<file path="config.mk">
export PLATFORM = sky130hd
export DESIGN_NAME = control_sequencer
export DESIGN_NICKNAME = d
export VERILOG_FILES = /design/src/rtl/control_sequencer_pkg.sv /design/src/rtl/control_sequencer_instr_reg.sv /design/src/rtl/control_sequencer.sv
export SDC_FILE = /design/constraint.sdc
export NUM_CORES = 1
export LEC_CHECK = 0
export ABC_AREA = 1
export BUFFER_PORTS_ARGS = -buffer_cell sky130_fd_sc_hd__buf_4
export CAP_MARGIN = 20
export CORE_MARGIN = 5
export CORE_UTILIZATION = 41
export DETAILED_ROUTE_END_ITERATION = 16
export PLACE_DENSITY = 0.7
export SYNTH_ARGS = -nofsm -noshare
export SYNTH_HDL_FRONTEND = slang
export SYNTH_SLANG_ARGS = --single-unit
</file>
<file path="constraint.sdc">
create_clock -name clk -period 3.25 [get_ports clk]
set_input_delay 0.1625 -clock clk [delete_from_list [all_inputs] [get_ports clk]]
set_output_delay 0.1625 -clock clk [all_outputs]
set_load 0.05 [all_outputs]
</file>
<file path="src/rtl/control_sequencer_pkg.sv">
// Shared encodings for the fpg8 control path: opcodes, ALU operations,
// register-file selects and sequencer states.
package fpg8_pkg;

    typedef enum logic [3:0] {
        OP_NOP   = 4'h0,
        OP_ADD   = 4'h1,
        OP_SUB   = 4'h2,
        OP_AND   = 4'h3,
        OP_MOV   = 4'h4,
        OP_LOAD  = 4'h5,
        OP_STORE = 4'h6,
        OP_HALT  = 4'hF
    } opcode_t;

    typedef enum logic [2:0] {
        ALU_PASS_A = 3'b000,
        ALU_ADD    = 3'b001,
        ALU_SUB    = 3'b010,
        ALU_AND    = 3'b011,
        ALU_INC    = 3'b100
    } alu_op_t;

    typedef enum logic [2:0] {
        SEL_R0  = 3'b000,
        SEL_PC  = 3'b001,
        SEL_RD1 = 3'b010,
        SEL_RD2 = 3'b011,
        SEL_RS1 = 3'b100,
        SEL_RS2 = 3'b101
    } gpr_sel_t;

    typedef enum logic [3:0] {
        ST_FETCH_ADDR,
        ST_FETCH_WAIT,
        ST_PC_INC,
        ST_DECODE,
        ST_EX_A,
        ST_EX_B,
        ST_EX_WB,
        ST_MEM_ADDR,
        ST_MEM_RD,
        ST_MEM_WR,
        ST_HALT
    } state_t;

endpackage

</file>
<file path="src/rtl/control_sequencer_instr_reg.sv">
// Instruction register: captures the bus word on load and splits it into
// opcode and the four 3-bit register fields.
module instr_reg (
    input  logic        clk,
    input  logic        reset,
    input  logic        load,
    input  logic [15:0] data,
    output logic [3:0]  opcode,
    output logic [2:0]  rd_1,
    output logic [2:0]  rs_1,
    output logic [2:0]  rs_2,
    output logic [2:0]  rd_2
);

    logic [15:0] ir;

    always_ff @(posedge clk) begin
        if (reset) begin
            ir <= '0;
        end else if (load) begin
            ir <= data;
        end
    end

    assign opcode = ir[15:12];
    assign rd_1   = ir[11:9];
    assign rs_1   = ir[8:6];
    assign rs_2   = ir[5:3];
    assign rd_2   = ir[2:0];

endmodule

</file>
<file path="src/rtl/control_sequencer.sv">
// Multi-cycle control sequencer: fetches an instruction word from the shared
// bus, then steps through register/ALU/memory transfer states.
module control_sequencer
    import fpg8_pkg::*;
(
    input  logic        clk,
    input  logic        reset,
    input  logic [15:0] DATA,
    input  logic        MEM_ready,
    output logic        GPR_in,
    output logic        GPR_out,
    output logic [2:0]  GPR_select,
    output logic [2:0]  Rd_1,
    output logic [2:0]  Rs_1,
    output logic [2:0]  Rs_2,
    output logic [2:0]  Rd_2,
    output logic        MAR_in,
    output logic        MEM_rd,
    output logic        MEM_wr,
    output logic        ALU_A_in,
    output logic        ALU_B_in,
    output logic        ALU_out,
    output logic [2:0]  ALU_op,
    output logic        HALTED,
    output logic        ILLEGAL
);

    state_t     state;
    logic [3:0] opcode;
    opcode_t    op;
    logic       ir_load;
    alu_op_t    alu_op;
    gpr_sel_t   gpr_sel;

    assign ir_load = (state == ST_FETCH_WAIT) && MEM_ready;
    assign op      = opcode_t'(opcode);

    instr_reg u_instr_reg (
        .clk    (clk),
        .reset  (reset),
        .load   (ir_load),
        .data   (DATA),
        .opcode (opcode),
        .rd_1   (Rd_1),
        .rs_1   (Rs_1),
        .rs_2   (Rs_2),
        .rd_2   (Rd_2)
    );

    always_ff @(posedge clk) begin
        if (reset) begin
            state <= ST_FETCH_ADDR;
        end else begin
            case (state)
                ST_FETCH_ADDR: state <= ST_FETCH_WAIT;
                ST_FETCH_WAIT: if (MEM_ready) state <= ST_PC_INC;
                ST_PC_INC:     state <= ST_DECODE;
                ST_DECODE: begin
                    case (op)
                        OP_ADD, OP_SUB, OP_AND, OP_MOV: state <= ST_EX_A;
                        OP_LOAD, OP_STORE:              state <= ST_MEM_ADDR;
                        OP_HALT:                        state <= ST_HALT;
                        default:                        state <= ST_FETCH_ADDR;
                    endcase
                end
                ST_EX_A:     state <= (op == OP_MOV) ? ST_EX_WB : ST_EX_B;
                ST_EX_B:     state <= ST_EX_WB;
                ST_EX_WB:    state <= ST_FETCH_ADDR;
                ST_MEM_ADDR: state <= (op == OP_LOAD) ? ST_MEM_RD : ST_MEM_WR;
                ST_MEM_RD:   if (MEM_ready) state <= ST_FETCH_ADDR;
                ST_MEM_WR:   if (MEM_ready) state <= ST_FETCH_ADDR;
                ST_HALT:     state <= ST_HALT;
                default:     state <= ST_FETCH_ADDR;
            endcase
        end
    end

    always_comb begin
        GPR_in   = 1'b0;
        GPR_out  = 1'b0;
        gpr_sel  = SEL_R0;
        MAR_in   = 1'b0;
        MEM_rd   = 1'b0;
        MEM_wr   = 1'b0;
        ALU_A_in = 1'b0;
        ALU_B_in = 1'b0;
        ALU_out  = 1'b0;
        alu_op   = ALU_PASS_A;
        HALTED   = 1'b0;
        ILLEGAL  = 1'b0;
        case (state)
            ST_FETCH_ADDR: begin
                GPR_out  = 1'b1;
                gpr_sel  = SEL_PC;
                MAR_in   = 1'b1;
                ALU_A_in = 1'b1;
            end
            ST_FETCH_WAIT: MEM_rd = 1'b1;
            ST_PC_INC: begin
                alu_op  = ALU_INC;
                ALU_out = 1'b1;
                GPR_in  = 1'b1;
                gpr_sel = SEL_PC;
            end
            ST_DECODE: begin
                case (op)
                    OP_NOP, OP_ADD, OP_SUB, OP_AND, OP_MOV,
                    OP_LOAD, OP_STORE, OP_HALT: ILLEGAL = 1'b0;
                    default:                    ILLEGAL = 1'b1;
                endcase
            end
            ST_EX_A: begin
                GPR_out  = 1'b1;
                gpr_sel  = SEL_RS1;
                ALU_A_in = 1'b1;
            end
            ST_EX_B: begin
                GPR_out  = 1'b1;
                gpr_sel  = SEL_RS2;
                ALU_B_in = 1'b1;
            end
            ST_EX_WB: begin
                ALU_out = 1'b1;
                GPR_in  = 1'b1;
                gpr_sel = SEL_RD1;
                case (op)
                    OP_ADD:  alu_op = ALU_ADD;
                    OP_SUB:  alu_op = ALU_SUB;
                    OP_AND:  alu_op = ALU_AND;
                    default: alu_op = ALU_PASS_A;
                endcase
            end
            ST_MEM_ADDR: begin
                GPR_out = 1'b1;
                gpr_sel = SEL_RS1;
                MAR_in  = 1'b1;
            end
            ST_MEM_RD: begin
                MEM_rd  = 1'b1;
                gpr_sel = SEL_RD1;
                GPR_in  = MEM_ready;
            end
            ST_MEM_WR: begin
                MEM_wr  = 1'b1;
                GPR_out = 1'b1;
                gpr_sel = SEL_RS2;
            end
            ST_HALT: HALTED = 1'b1;
            default: ;
        endcase
        // Reset silences every strobe at once; the state register itself only
        // changes on the clock edge, so FETCH_ADDR shows as soon as reset drops.
        if (reset) begin
            GPR_in   = 1'b0;
            GPR_out  = 1'b0;
            gpr_sel  = SEL_R0;
            MAR_in   = 1'b0;
            MEM_rd   = 1'b0;
            MEM_wr   = 1'b0;
            ALU_A_in = 1'b0;
            ALU_B_in = 1'b0;
            ALU_out  = 1'b0;
            alu_op   = ALU_PASS_A;
            HALTED   = 1'b0;
            ILLEGAL  = 1'b0;
        end
    end

    assign GPR_select = gpr_sel;
    assign ALU_op     = alu_op;

endmodule
</file>
==> results.py <==
metrics = {
    "sta": {
        "clock_skew_ns": 0.0007976,
        "fin_setup_tns_ns": 0,
        "fin_crit_sh_pct": 57.29,
        "finalWorstSetupSlack_ns": 1.388,
        "hold_violations": 0,
        "drv_slew": 0,
        "fin_crit_ns": 1.862,
        "setup_viol": 0,
        "rsz0062_at_grt": "no",
        "slew_headroom_pct": 76.78,
        "worstMarginPinSlew_ns": 0.3475,
        "fmax_ghz": 0.5371,
    },
    "drt": {
        "drt_iter0_markers": 115,
        "dr.pass1.iters": 4,
        "drt-total-wl_um": 3074,
        "drcViolationCount": 0,
        "wl_per_cell_um": 12.10,
        "viasPerCell": 5.150,
        "postRouteAntennaNets": 0,
        "num_vias": 1308,
    },
    "place": {
        "portBuffers": 46,
        "post-dp-hpwl_um": 2451,
        "gp_congestion": 0.9515,
        "pre_cts_slack_ns": 1.787,
    },
    "floorplan": {
        "die_y_um": 62.93,
        "dieWidth_um": 62.93,
        "core_mm2": 0.002710,
        "initial_core_util_pct": 42.38,
        "die-area_mm2": 0.003960,
        "fp-row-count": 19,
        "ios": 47,
    },
    "hold_path": {
        "holdCritPathClass": "input pin to flip-flop",
    },
    "yosys": {
        "seq_area_frac_synth_pct": 36.60,
        "ys_types": 19,
        "syn_area_mm2": 0.001149,
        "synth_nets": 199,
        "yosysTopAreaCellShare_pct": 36.60,
        "syn_avg_cell_area_um2": 6.381,
        "ys_ff_latch": 21,
        "synthTopCellsByArea": "dfxtp_1 37%, nand2_1 15%, nand3_1 9.2%, nor2_1 8.5%, a21oi_1 8.3%",
        "synth_top_area_cell": "dfxtp_1",
        "yosys_warnings": 0,
        "syn-instance-count": 180,
    },
    "flow_run": {
        "drv_cap": 0,
    },
    "power_and_ir_drop": {
        "vdd.ir_drop.worst_uv": 310.0,
        "p_leak_uw": 0.0007300,
        "powerDensity_mw_per_mm2": 393.0,
    },
    "global_route": {
        "grt_use_total_pct": 15.27,
        "antenna_found_initial": 0,
        "grt_overflow": 0,
        "grt_pass1_wl_um": 5168,
        "grt_max_degree": 29,
        "grt_pass1_vias": 1247,
    },
    "layout": {
        "fin_nets": 243,
        "diodes": 0,
        "layout-area-overhead-vs-synth_pct": 32.68,
        "drive_gt1_share_pct": 27.35,
    },
    "clocking": {
        "cts_max_level": 1,
        "numCtsBuffers": 3,
        "cts_buffer_depth": 2,
        "cts.sinks": 21,
        "insertion_delay_ns": 0.30,
        "post-cts-setup-buffer-count": 0,
        "clkTransAtPathRegs_ns": 0.11,
        "cts_root_buffer": "clkbuf_4",
        "cts_resized": 0,
        "holdBufCountCts": 0,
        "cts_tree": "built",
    },
    "worst_setup_path": {
        "crit_path_max_fanout": 5,
        "crit_type": "flip-flop to output pin",
        "critPathArrivalTime_ns": 1.70,
        "critical_path_required_ns": 3.09,
        "cp-end-kind": "output pin",
        "startpoint_type": "flip-flop",
    },
    "status": {
        "status": "finished, final reports clean",
    },
}
[worst paths after layout]
path | startpoint | endpoint | slack [ns] | depth (start not counted)
setup reg to reg | state[0] | flip-flop | 1.83 | 7
hold reg to reg | u_instr_reg.ir[10] | u_instr_reg.ir[10] | 0.47 | 2
setup / recovery | state[1] | GPR_out | 1.39 | 6
hold / removal | DATA[9] | u_instr_reg.ir[9] | 0.12 | 3
[logic make-up (layout without fill, tap and decap cells)]
group | Yosys count | count (layout) | synth area share, %
compound gates | 27 | 27 | 11.98
flops | 21 | 21 | 36.60
buf+inv | 26 | 69 | 9.368
simple gates | 106 | 106 | 42.05
[cells in the mapped netlist]
library cell / instances
a21oi_1: 19
a31oi_1: 2
buf_2: 2
buf_4: 2
clkbuf_1: 3
dfxtp_1: 21
inv_1: 16
inv_2: 3
nand2_1: 45
nand2_2: 2
nand3_1: 21
nand3_4: 1
nand3b_1: 1
nand4_1: 2
nor2_1: 26
nor2_2: 2
nor2_4: 3
nor3_1: 3
o21ai_0: 6
[stage by stage]
stage          util (%)  hold WS, ns  total power (uW)  cell area (um2)  cells
2_1_floorplan         -       0.3225             424.7             1149    180
4_1_cts           56.23       0.1130             604.7             1524    254
3_5_place_dp      55.22       0.4366             481.3             1496    250
3_3_place_gp      55.22       0.4246             477.8             1496    250
5_1_grt           56.23       0.1131             633.4             1524    254
6_report          56.23       0.1190             598.9             1524    254
[metal layers]
| metal | track usage (%) | wire length (um) | up-vias | share of wire (%) |
|---|---|---|---|---|
| met2 | 25.77 | 1480 | 41 | 48 |
| met3 | 3.237 | 228 | 7 | 7.4 |
| met1 | 18.59 | 1321 | 595 | 43 |
| met5 | 0 | 0 | - | 0 |
| met4 | 6.101 | 44 | 0 | 1.4 |
| li1 | - | - | 665 | - |
[worst max-delay path: stages, from the launching register on]
cell and delay (ns):
dfxtp_1 0.42, inv_2 0.08, nor2_1 0.26, inv_1 0.15, a21oi_1 0.19, a21oi_1 0.09
buf_4 0.20
[final cells by class]
cell class | count | area, um2
Sequential cell | 21 | 420.4
Clock buffer | 3 | 22.52
Tap cell | 31 | 38.79
Multi-Input combinational cell | 133 | 620.6
Fill cell | 282 | 1186
Inverter | 19 | 71.32
Clock inverter | 1 | 5.005
Timing Repair Buffer | 46 | 345.3
[layout by cell type, fill, tap and decap left out]
| cell type | count |
|---|---|
| nor2_1 | 26 |
| buf_4 | 46 |
| nor2_2 | 2 |
| a31oi_1 | 2 |
| nand4_1 | 2 |
| nand2_1 | 45 |
| clkbuf_4 | 3 |
| o21ai_0 | 6 |
| nor2_4 | 3 |
| nand3_4 | 1 |
| nand3_1 | 21 |
| nand3b_1 | 1 |
| a21oi_1 | 19 |
| nor3_1 | 3 |
| inv_2 | 3 |
| inv_1 | 16 |
| nand2_2 | 2 |
| clkinv_2 | 1 |
| dfxtp_1 | 21 |
[sequential cells by signal (all words and copies together) (netlist names), named ones only]
name,cells
state,4
u_instr_reg.ir,16
[report_power, final]
| group | switching, uW | internal, uW |
|---|---|---|
| registers | 11.6 | 273 |
| clock network | 78.2 | 45.9 |
| logic | 130 | 60.3 |
No activity file was read; power rests on OpenSTA's default activity.
